## src/rtl/kyber_pkg.sv

```systemverilog
// Shared types and helpers for the sequential Kyber-style decrypt core.
package kyber_pkg;

    typedef enum logic [1:0] {
        IDLE,
        MAC,
        REDUCE,
        DONE
    } kyber_dec_state_e;

    // Wide signed coefficient used for products and residue arithmetic.
    typedef logic signed [63:0] kyber_coef_t;

    function automatic int mod_q(input kyber_coef_t x, input int q);
        kyber_coef_t r;
        r = x % kyber_coef_t'(q);
        if (r < 0) begin
            r = r + kyber_coef_t'(q);
        end
        return int'(r);
    endfunction

    function automatic logic decode_bit(input int r, input int lo, input int hi);
        return (r >= lo) && (r <= hi);
    endfunction

endpackage

```

## src/rtl/kyber_decrypt_seq_mac.sv

```systemverilog
// Negacyclic multiply-accumulate: one u[k][j]*s[k][(i-j) mod N] term per cycle.
module kyber_negacyclic_mac
    import kyber_pkg::*;
#(
    parameter int N  = 4,
    parameter int K  = 2,
    parameter int W  = 5,
    parameter int AW = 14,
    parameter int IW = 2,
    parameter int KW = 1
) (
    input  logic                          clk,
    input  logic                          rst_n,
    input  logic                          clr,
    input  logic                          en,
    input  logic [IW-1:0]                 i_idx,
    input  logic [IW-1:0]                 j_idx,
    input  logic [KW-1:0]                 k_idx,
    input  logic [K-1:0][N-1:0][W-1:0]    s_op,
    input  logic [K-1:0][N-1:0][W-1:0]    u_op,
    output logic signed [AW-1:0]          acc
);

    logic [IW-1:0]        t;
    logic                 sub;
    logic [2*W-1:0]       prod;
    logic signed [AW-1:0] term;
    logic signed [AW-1:0] acc_d;
    logic signed [AW-1:0] acc_q;

    always_comb begin
        sub  = j_idx > i_idx;
        // Terms with j>i wrap past x^N and pick up a minus sign.
        t    = IW'(int'(i_idx) - int'(j_idx) + (sub ? N : 0));
        prod = u_op[k_idx][j_idx] * s_op[k_idx][t];
        term = $signed({{(AW-2*W){1'b0}}, prod});
        if (sub) begin
            term = -term;
        end
        acc_d = acc_q;
        if (clr) begin
            acc_d = '0;
        end else if (en) begin
            acc_d = acc_q + term;
        end
    end

    always_ff @(posedge clk or negedge rst_n) begin
        if (!rst_n) begin
            acc_q <= '0;
        end else begin
            acc_q <= acc_d;
        end
    end

    assign acc = acc_q;

endmodule

```

## src/rtl/kyber_decrypt_seq.sv

```systemverilog
// Sequential Kyber-style decrypt: m = Decode(v - s^T u) over Z_Q[x]/(x^N+1).
// Optional KYBER_DEC_COEF_OUT_EN exposes the reduced residues on coef_out.
module kyber_decrypt_seq
    import kyber_pkg::*;
#(
    parameter int N      = 4,
    parameter int K      = 2,
    parameter int Q      = 17,
    parameter int W      = $clog2(Q),
    parameter int DEC_LO = (Q + 3) / 4,
    parameter int DEC_HI = Q - DEC_LO + 1
) (
    input  logic                       clk,
    input  logic                       rst_n,
    input  logic                       start,
    input  logic [K-1:0][N-1:0][W-1:0] secret_key,
    input  logic [K-1:0][N-1:0][W-1:0] cipher_u,
    input  logic [N-1:0][W-1:0]        cipher_v,
    output logic                       busy,
    output logic                       out_valid,
    input  logic                       out_ready,
    output logic [N-1:0]               m_bits
`ifdef KYBER_DEC_COEF_OUT_EN
    ,
    output logic [N-1:0][W-1:0]        coef_out
`endif
);

    localparam int IW = $clog2(N);
    localparam int KW = (K > 1) ? $clog2(K) : 1;
    localparam int AW = 2 * W + $clog2(K * N) + 1;

    kyber_dec_state_e state_d, state_q;

    logic [IW-1:0] i_d, i_q;
    logic [IW-1:0] j_d, j_q;
    logic [KW-1:0] k_d, k_q;

    logic [K-1:0][N-1:0][W-1:0] s_d, s_q;
    logic [K-1:0][N-1:0][W-1:0] u_d, u_q;
    logic [N-1:0][W-1:0]        v_d, v_q;
    logic [N-1:0]               m_d, m_q;
`ifdef KYBER_DEC_COEF_OUT_EN
    logic [N-1:0][W-1:0]        coef_d, coef_q;
`endif

    logic                 mac_en;
    logic                 mac_clr;
    logic signed [AW-1:0] acc;
    logic signed [AW:0]   diff;
    logic [W-1:0]         r;
    logic                 mbit;

    kyber_negacyclic_mac #(
        .N  (N),
        .K  (K),
        .W  (W),
        .AW (AW),
        .IW (IW),
        .KW (KW)
    ) u_mac (
        .clk   (clk),
        .rst_n (rst_n),
        .clr   (mac_clr),
        .en    (mac_en),
        .i_idx (i_q),
        .j_idx (j_q),
        .k_idx (k_q),
        .s_op  (s_q),
        .u_op  (u_q),
        .acc   (acc)
    );

    always_comb begin
        diff = $signed({{(AW + 1 - W){1'b0}}, v_q[i_q]}) - acc;
        r    = W'(mod_q(kyber_coef_t'(diff), Q));
        mbit = decode_bit(int'(r), DEC_LO, DEC_HI);
    end

    always_comb begin
        state_d = state_q;
        i_d     = i_q;
        j_d     = j_q;
        k_d     = k_q;
        s_d     = s_q;
        u_d     = u_q;
        v_d     = v_q;
        m_d     = m_q;
`ifdef KYBER_DEC_COEF_OUT_EN
        coef_d  = coef_q;
`endif
        mac_en  = 1'b0;
        mac_clr = 1'b0;
        unique case (state_q)
            IDLE: begin
                if (start) begin
                    state_d = MAC;
                    s_d     = secret_key;
                    u_d     = cipher_u;
                    v_d     = cipher_v;
                    i_d     = '0;
                    j_d     = '0;
                    k_d     = '0;
                    mac_clr = 1'b1;
                end
            end
            MAC: begin
                mac_en = 1'b1;
                if (j_q == IW'(N - 1)) begin
                    j_d = '0;
                    if (k_q == KW'(K - 1)) begin
                        k_d     = '0;
                        state_d = REDUCE;
                    end else begin
                        k_d = k_q + 1'b1;
                    end
                end else begin
                    j_d = j_q + 1'b1;
                end
            end
            REDUCE: begin
                mac_clr   = 1'b1;
                m_d[i_q]  = mbit;
`ifdef KYBER_DEC_COEF_OUT_EN
                coef_d[i_q] = r;
`endif
                if (i_q == IW'(N - 1)) begin
                    i_d     = '0;
                    state_d = DONE;
                end else begin
                    i_d     = i_q + 1'b1;
                    state_d = MAC;
                end
            end
            DONE: begin
                if (out_ready) begin
                    state_d = IDLE;
                end
            end
            default: state_d = IDLE;
        endcase
    end

    always_ff @(posedge clk or negedge rst_n) begin
        if (!rst_n) begin
            state_q <= IDLE;
            i_q     <= '0;
            j_q     <= '0;
            k_q     <= '0;
            s_q     <= '0;
            u_q     <= '0;
            v_q     <= '0;
            m_q     <= '0;
`ifdef KYBER_DEC_COEF_OUT_EN
            coef_q  <= '0;
`endif
        end else begin
            state_q <= state_d;
            i_q     <= i_d;
            j_q     <= j_d;
            k_q     <= k_d;
            s_q     <= s_d;
            u_q     <= u_d;
            v_q     <= v_d;
            m_q     <= m_d;
`ifdef KYBER_DEC_COEF_OUT_EN
            coef_q  <= coef_d;
`endif
        end
    end

    assign busy      = (state_q != IDLE);
    assign out_valid = (state_q == DONE);
    assign m_bits    = m_q;
`ifdef KYBER_DEC_COEF_OUT_EN
    assign coef_out  = coef_q;
`endif

endmodule

```

## config.mk

```make
export PLATFORM = sky130hd
export DESIGN_NAME = kyber_decrypt_seq
export DESIGN_NICKNAME = d
export VERILOG_FILES = /design/src/rtl/kyber_pkg.sv /design/src/rtl/kyber_decrypt_seq_mac.sv /design/src/rtl/kyber_decrypt_seq.sv
export SDC_FILE = /design/constraint.sdc
export NUM_CORES = 1
export LEC_CHECK = 0
export CORE_UTILIZATION = 37
export DETAILED_ROUTE_END_ITERATION = 10
export PLACE_DENSITY = 0.67
export SLEW_MARGIN = 10
export SYNTH_ARGS = -nofsm -noshare
export SYNTH_HDL_FRONTEND = slang
export SYNTH_SLANG_ARGS = --single-unit
```

## constraint.sdc

```tcl
create_clock -name clk -period 14.01 [get_ports clk]
set_clock_uncertainty 0.2 [all_clocks]
set_input_delay 1.401 -clock clk [delete_from_list [all_inputs] [get_ports clk]]
set_output_delay 1.401 -clock clk [all_outputs]
set_load 0.05 [all_outputs]
```

==> results of run 1 <==
-- logic make-up (layout without fill, tap and decap cells) --
group / after synthesis / in the layout
compound gates: 252 / 252
xor+xnor: 71 / 71
fa+ha+maj: 63 / 63
buf+inv: 100 / 204
flops: 125 / 125
mux: 145 / 145
simple gates: 282 / 282
-- per-layer routing --
metal / share of wire [%] / GRT usage [%] / up-vias / wire length, um
met1: 44 / 21.96 / 4064 / 10550
met3: 5.8 / 4.279 / 26 / 1395
met4: 1.2 / 4.387 / 0 / 292
met2: 49 / 30.13 / 206 / 11840
met5: 0 / 0 / - / 0
li1: - / - / 4069 / -
-- metrics by stage --
step,area [um2],instances,setup WS (ps)
after global routing,12320,1514,316.5
after detailed placement,11740,1482,1539
after global placement,11740,1482,1848
final,12320,1514,1323
after floorplan,10330,1038,2910
after CTS,12320,1514,1495
-- critical path, delay by kind of cell (launching register included) --
family                   cells  cell delay, ps
multiplexers                 2             690
XOR/XNOR                     4            1690
AO/OA/AOI/OAI               19            5140
adder cells (fa/ha/maj)      5            1210
flip-flops                   1             560
AND/OR/NAND/NOR             12            2870
buffers and inverters        3             210
-- flip-flops by register name, summed over array words and instances (netlist names) --
register / count
i_q: 2
j_q: 2
k_q: 1
m_bits: 4
s_q: 40
state_q: 2
u_mac.acc: 14
u_q: 40
v_q: 20
-- Yosys cell counts, types with 11 or more instances --
library cell    n
mux4_2         25
and3_1         12
nand3_1        18
fa_1           11
inv_1          57
mux2i_1        12
xor2_1         17
a31oi_1        17
and2_1         18
nand2_1        87
xnor2_1        50
a21o_1         12
mux2_2        107
ha_1           52
o21bai_1       13
o21ai_0        38
nor4_1         11
nor2_1         53
dfrtp_1       125
nor3_1         18
o31ai_1        13
a21oi_1        43
clkbuf_1       29
-- worst min-delay path by stage --
stage	end	slack, ps	cells past startpoint
2_1_floorplan	u_q[15]$_DFFE_PN0P_	280	1
3_3_place_gp	m_bits[1]$_DFFE_PN0P_	280	2
3_5_place_dp	m_bits[1]$_DFFE_PN0P_	280	2
4_1_cts	m_bits[1]$_DFFE_PN0P_	300	2
5_1_grt	s_q[2]$_DFFE_PN0P_	320	1
6_report	m_bits[1]$_DFFE_PN0P_	290	2
-- final cells by class --
class                      instances  area share, %
multi-input combinational        813          55.23
inverter                          59          1.798
tap                              372          3.779
clock buffer                      18          3.565
clock inverter                    14          1.158
timing repair buffer             113          9.081
sequential                       125          25.39
==> flow_summary.toml, run 1 <==
[route]
route.vias.total = 8365
drt-initial-drc-count = 562
drt_first_pass_iters = 6
finalWirelength_um = 24080
ant_nets = 0
avgViaCountPerCell = 5.525
drc_errors = 0
wl_per_cell_um = 15.90

[place]
hpwl_um = 18580
numPortBuffers = 109
place_congestion = 0.9069

[yosys]
synth_compound_area_share_pct = 18.49
synth_top_family_by_area = "compound AO/OA/AOI/OAI gates"
seq_area_frac_synth_pct = 30.29
yosysUniqueCellTypes = 108
synthSimpleGateAreaFrac_pct = 14.14
syn_inst = 1038
synth_fa_ha_area_share_pct = 8.433
synth_area_leaders = "dfrtp_1 (30%), mux2_2 (12%), ha_1 (6.3%)"
synthMuxAreaShare_pct = 18.43
syn-num-nets = 1205
synth_xor_area_share_pct = 6.313
synth_top_area_share_pct = 30.29
ys_ff_latch = 125
ys.warnings.count = 0
synth-edff-count = 0
syn_avg_cell_area_um2 = 9.948
async_flop_share_pct = 100.0
ys.flop_type = "dfrtp_1"
yosys.area.top_type = "dfrtp_1"
synth_area_um2 = 10330

[die]
fp.dieH_um = 169.1
die_area_um2 = 28580
dieWidth_um = 169.1
start_util_pct = 38.00
placementRows = 60
pin_count = 110
core_um2 = 27180

[final_layout]
fillers = 2618
finish.utilization_pct = 45.33
fin_nets = 1296
layout_common_cells = "dfrtp_1 (125), clkdlybuf4s50_1 (108), mux2_2 (107)"
insertedDiodeCount = 0
area_growth_pct = 19.29
drive_gt1_share_pct = 18.56
multi_input_area_um2 = 6803
layout_commonest_cell = "dfrtp_1"
area.sequential_um2 = 3128

[setup_path]
reg2reg_slack_ps = 1320
critPathLaunch = "i_q[0]$_DFFE_PN0P_"
cpPeakStageDelay_ps = 800
worstReg2RegStart = "i_q[0]$_DFFE_PN0P_"
end_kind = "register"
start_kind = "register"
path_class = "register to register"
crit_required_ps = 14120
endpoint = "m_bits[0]$_DFFE_PN0P_"
reg2reg_to = "m_bits[0]$_DFFE_PN0P_"
worstPathArrival_ps = 12800
cp_max_fo = 16
r2r_cells = 45
crit_top_cell = "ha_1"
crit_path_top_delay_cell = "xnor2_1"

[cts]
cts_hold_buf = 0
post-cts-setup-buffer-count = 0
tritoncts = "done"
cts-buffers-inserted = 17
clk_pin_slew_ps = 70
htree_levels = 4
cts_root_buf = "clkbuf_16"
cts_buffer_depth = 2
clkSinkCount = 125
insertion_delay_ps = 410
cts_resized = 0

[sta]
setup_viol_count_final = 0
fin_tns_setup_ps = 0
fmax_ghz = 0.07882
min_period_ps = 12690
finalCritPeriodShare_pct = 90.56
maxSlewHeadroom_pct = 28.87
maxSlewViolCount = 0
finalHoldWorstSlack_ps = 290.1
tightest_slew_ps = 1065
grt_setup_unrepaired = "false"
finalHoldViolCount = 0

[flow_run]
cap_violations = 0

[global_route]
track_usage_pct = 17.51
grt_overflow = 0
antenna_found_initial = 0
grt_pass1_vias = 8366
grt_pass1_wl_um = 41190
grt_start_max_net_pins = 84

[hold_path]
min_from = "m_bits[1]$_DFFE_PN0P_"
hold_class = "register to register"

[outcome]
status = "complete, no violations"
Power of run 1 is not shown: default switching activity piles up to over one toggle a cycle in this logic, so the estimate is an artifact.
==> run 2: changes to the inputs <==
--- a/config.mk
+++ b/config.mk
@@ -6,8 +6,9 @@
 export NUM_CORES = 1
 export LEC_CHECK = 0
 export CORE_UTILIZATION = 37
+export CTS_BUF_LIST = sky130_fd_sc_hd__clkbuf_16
 export DETAILED_ROUTE_END_ITERATION = 10
-export PLACE_DENSITY = 0.67
+export PLACE_DENSITY = 0.54
 export SLEW_MARGIN = 10
 export SYNTH_ARGS = -nofsm -noshare
 export SYNTH_HDL_FRONTEND = slang
==> run 2 against run 1 <==
Sequential cell count unchanged. Cell count about the same. Register-to-register slack improved by 340 ps. Die area did not move. Global-route usage is 0.34 points higher.
==> flow_summary.toml, run 2 (synthesis results as in run 1) <==
[final_layout]
layout_commonest_cell = "dfrtp_1"
insertedDiodeCount = 0
top_regs = "s_q (40), u_q (40), v_q (20)"
drive_gt1_share_pct = 18.64
layout_common_cells = "dfrtp_1 (125), clkdlybuf4s50_1 (108), mux2_2 (107)"
area_growth_pct = 19.34
fin_nets = 1297

[die]
pin_count = 110
die_area_um2 = 28580
fp.dieH_um = 169.1
dieWidth_um = 169.1
start_util_pct = 38.00
core_um2 = 27180
placementRows = 60

[cts]
post-cts-setup-buffer-count = 0
htree_levels = 4
clkSinkCount = 125
cts_hold_buf = 0
cts_root_buf = "clkbuf_16"
insertion_delay_ps = 430
tritoncts = "done"
cts_buffer_depth = 2
cts_resized = 0
cts-buffers-inserted = 17
clk_pin_slew_ps = 60

[route]
drt-initial-drc-count = 640
avgViaCountPerCell = 5.437
drt_first_pass_iters = 7
wl_per_cell_um = 16.17
finalWirelength_um = 24490
drc_errors = 0
ant_nets = 0
route.vias.total = 8237

[global_route]
grt_start_max_net_pins = 76
top_usage_layer = "met2"
track_usage_pct = 17.85
grt_overflow = 0
met3_usage_pct = 3.671
met2_usage_pct = 31.62
grt_pass1_vias = 8370
met1_usage_pct = 21.96
grt_pass1_wl_um = 41410
antenna_found_initial = 0

[setup_path]
path_class = "register to register"
end_kind = "register"
crit_path_top_delay_cell = "o41ai_1"
critical_path_depth = 41
cpPeakStageDelay_ps = 680
path_delay_family = "compound AO/OA/AOI/OAI gates"
path_buf_inv = 2
reg2reg_slack_ps = 1660
crit_required_ps = 14140
endpoint = "m_bits[0]$_DFFE_PN0P_"
reg2reg_to = "m_bits[0]$_DFFE_PN0P_"
start_kind = "register"
cp_max_fo = 16
crit_top_cell = "ha_1"
worstReg2RegStart = "i_q[0]$_DFFE_PN0P_"
critPathLaunch = "i_q[0]$_DFFE_PN0P_"
r2r_cells = 41
worstPathArrival_ps = 12480

[sta]
finalHoldViolCount = 0
grt_setup_unrepaired = "false"
min_period_ps = 12350
maxSlewViolCount = 0
maxSlewHeadroom_pct = 25.59
setup_viol_count_final = 0
tightest_slew_ps = 1114
finalCritPeriodShare_pct = 88.16
fmax_ghz = 0.08097
fin_tns_setup_ps = 0

[hold_path]
min_from = "s_q[32]$_DFFE_PN0P_"
hold_class = "register to register"
holdPathStages = 1

[flow_run]
cap_violations = 0

[place]
place_congestion = 0.9206
hpwl_um = 18920
numPortBuffers = 109

[outcome]
status = "complete, no violations"
-- run 2: layout make-up --
class | count | area (um2)
Tap cell | 372 | 465.4
Multi-Input combinational cell | 813 | 6803
Fill cell | 2676 | 14850
Clock inverter | 15 | 153.9
Clock buffer | 17 | 425.4
Inverter | 59 | 221.5
Timing Repair Buffer | 114 | 1126
Sequential cell | 125 | 3128
-- run 2: through the flow --
| stage | setup WS [ps] | utilization, % | instance area (um2) | std cells | hold slack [ps] |
|---|---|---|---|---|---|
| finish | 1659 | 45.35 | 12320 | 1515 | 301.1 |
| CTS | 1719 | 45.35 | 12320 | 1515 | 305.1 |
| detailed placement | 1729 | 43.21 | 11740 | 1483 | 291.2 |
| global placement | 1901 | 43.21 | 11740 | 1483 | 284.1 |
| global route | 485.2 | 45.35 | 12320 | 1515 | 314.6 |
| floorplan | 2910 | - | 10330 | 1038 | 275.2 |
-- run 2: how the worst min path moves through the flow --
stage                                endpoint
after CTS                 s_q[24]$_DFFE_PN0P_
after detailed placement  s_q[24]$_DFFE_PN0P_
after global routing      s_q[24]$_DFFE_PN0P_
after global placement    u_q[17]$_DFFE_PN0P_
final                     s_q[32]$_DFFE_PN0P_
after floorplan           u_q[15]$_DFFE_PN0P_
-- run 2: metal layers --
layer,part of all wire (%),up-vias
met1,45,3979
met3,4.4,20
met5,0,-
li1,-,4062
met2,50,176
met4,1.0,0
-- run 2: worst register-to-register path, delay by kind of cell, from the launching register on --
| family | cells | cell delay (ps) |
|---|---|---|
| flops | 1 | 660 |
| simple gates | 12 | 2370 |
| buf+inv | 2 | 220 |
| mux | 2 | 840 |
| xor+xnor | 3 | 1160 |
| compound gates | 18 | 5640 |
| fa+ha+maj | 4 | 1180 |
Power of run 2 is left out for the same reason.
==> run 3: changes to the inputs <==
--- a/config.mk
+++ b/config.mk
@@ -8,6 +8,7 @@
 export CORE_UTILIZATION = 37
 export CTS_BUF_LIST = sky130_fd_sc_hd__clkbuf_16
 export DETAILED_ROUTE_END_ITERATION = 10
+export GPL_TIMING_DRIVEN = 0
 export PLACE_DENSITY = 0.54
 export SLEW_MARGIN = 10
 export SYNTH_ARGS = -nofsm -noshare
==> run 3 against run 2 <==
Setup slack got worse by 590 ps. Sequential share of layout area fell by 0.36 points. Sequential cell count stayed put. Global-route usage rose by 1.1 points. First-iteration DRC count is 27% lower. Critical path type unchanged. Critical endpoint is now m_bits[3]$_DFFE_PN0P_.
==> flow_summary.toml, run 3 (synthesis results as in run 1) <==
[outcome]
status = "complete, no violations"

[final_layout]
top_regs = "s_q (40), u_q (40), v_q (20)"
finish.instance_area_um2 = 12500
drive_gt1_share_pct = 18.56
fin_nets = 1334
area_growth_pct = 21.05
layout_commonest_cell = "dfrtp_1"
instances_no_fill = 1552
insertedDiodeCount = 0
layout_common_cells = "dfrtp_1 (125), clkdlybuf4s50_1 (108), mux2_2 (107)"

[sta]
tightest_slew_ps = 903.2
fin_tns_setup_ps = 0
min_period_ps = 12940
fmax_ghz = 0.07730
finalCritPeriodShare_pct = 92.34
grt_setup_unrepaired = "false"
maxSlewViolCount = 0
finalHoldWorstSlack_ps = 303.6
finalHoldViolCount = 0
maxSlewHeadroom_pct = 39.28
setup_viol_count_final = 0

[place]
place_congestion = 0.8486
dp_cells = 1520
numPortBuffers = 109
hpwl_um = 20470
dpl-instance-area_um2 = 11910

[die]
die_area_um2 = 28580
start_util_pct = 38.00
fp.dieH_um = 169.1
pin_count = 110
core_um2 = 27180
dieWidth_um = 169.1
placementRows = 60

[cts]
cts_buffer_depth = 2
cts_root_buf = "clkbuf_16"
cts-buffers-inserted = 17
clkSinkCount = 125
post-cts-setup-buffer-count = 0
clk_pin_slew_ps = 60
insertion_delay_ps = 430
tritoncts = "done"
htree_levels = 4

[route]
avgViaCountPerCell = 5.467
wl_per_cell_um = 16.63
top_layer_used = "met4"
drt-initial-drc-count = 470
met2_length_um = 12750
route.vias.total = 8485
drt_first_pass_iters = 5
ant_nets = 0
dr_wl_met3_um = 1239
drt-met1-wl_um = 11490
finalWirelength_um = 25810
drc_errors = 0

[setup_path]
reg2reg_slack_ps = 1070
cp_max_fo = 9
crit_required_ps = 14140
path_class = "register to register"
cpPeakStageDelay_ps = 760
crit_top_cell = "ha_1"
worstPathArrival_ps = 13060
end_kind = "register"
crit_path_top_delay_cell = "nor4_2"
start_kind = "register"

[global_route]
track_usage_pct = 18.94
grt_start_max_net_pins = 65
grt_pass1_wl_um = 43410
grt_pass1_vias = 8545
grt_overflow = 0
antenna_found_initial = 0

[hold_path]
hold_class = "register to register"

[flow_run]
cap_violations = 0
-- run 3: cell count changes in the layout (fill, tap and decap cells not counted), sizes merged --
cell,before,now
clkbuf,17,47
inv,65,67
clkinvlp,4,2
buf,6,13
-- run 3: final cells by class --
| class | count | area (um2) |
|---|---|---|
| Fill cell | 2675 | 14680 |
| Multi-Input combinational cell | 813 | 6809 |
| Sequential cell | 125 | 3128 |
| Timing Repair Buffer | 110 | 1120 |
| Tap cell | 372 | 465.4 |
| Clock buffer | 17 | 425.4 |
| Inverter | 59 | 221.5 |
| Buffer | 41 | 182.7 |
| Clock inverter | 15 | 147.6 |
-- run 3: repair_timing --
| item | CTS | global route |
|---|---|---|
| hold buffers | 0 | 0 |
| resized for setup | 0 | 4 |
| endpoints found under the setup margin | 0 | 4 |
-- run 3: layer usage --
layer  GRT usage [%]  up-vias
met3           4.185       28
li1                -     4142
met5               0        -
met2           32.95      182
met4           4.622        0
met1           23.76     4133
-- run 3: path summary, 6_finish.rpt --
path,cells past startpoint,endpoint,from
max,44,m_bits[3]$_DFFE_PN0P_,i_q[1]$_DFFE_PN0P_
min,1,u_q[17]$_DFFE_PN0P_,u_q[17]$_DFFE_PN0P_
max reg2reg,44,m_bits[3]$_DFFE_PN0P_,i_q[1]$_DFFE_PN0P_
min reg2reg,1,u_q[17]$_DFFE_PN0P_,u_q[17]$_DFFE_PN0P_
max in group asynchronous,2,s_q[14]$_DFFE_PN0P_,rst_n
min in group asynchronous,1,u_q[21]$_DFFE_PN0P_,rst_n
-- run 3: critical path: cells and delay by family (launching register included) --
family | cells | cell delay [ps]
AOI/OAI and AO/OA | 17 | 4810
xor gates and xnor gates | 1 | 300
adders and majority gates | 6 | 1740
buffers and inverters | 4 | 710
DFF | 1 | 380
muxes | 2 | 690
and+or+nand+nor | 14 | 4000
-- run 3: metrics by stage --
step | utilization [%] | setup WS (ps)
floorplan | - | 2910
global placement | 43.72 | 1048
detailed placement | 43.83 | 872.6
CTS | 45.94 | 840.6
global route | 45.99 | 103.8
finish | 45.99 | 1074
Power of run 3 is left out for the same reason.
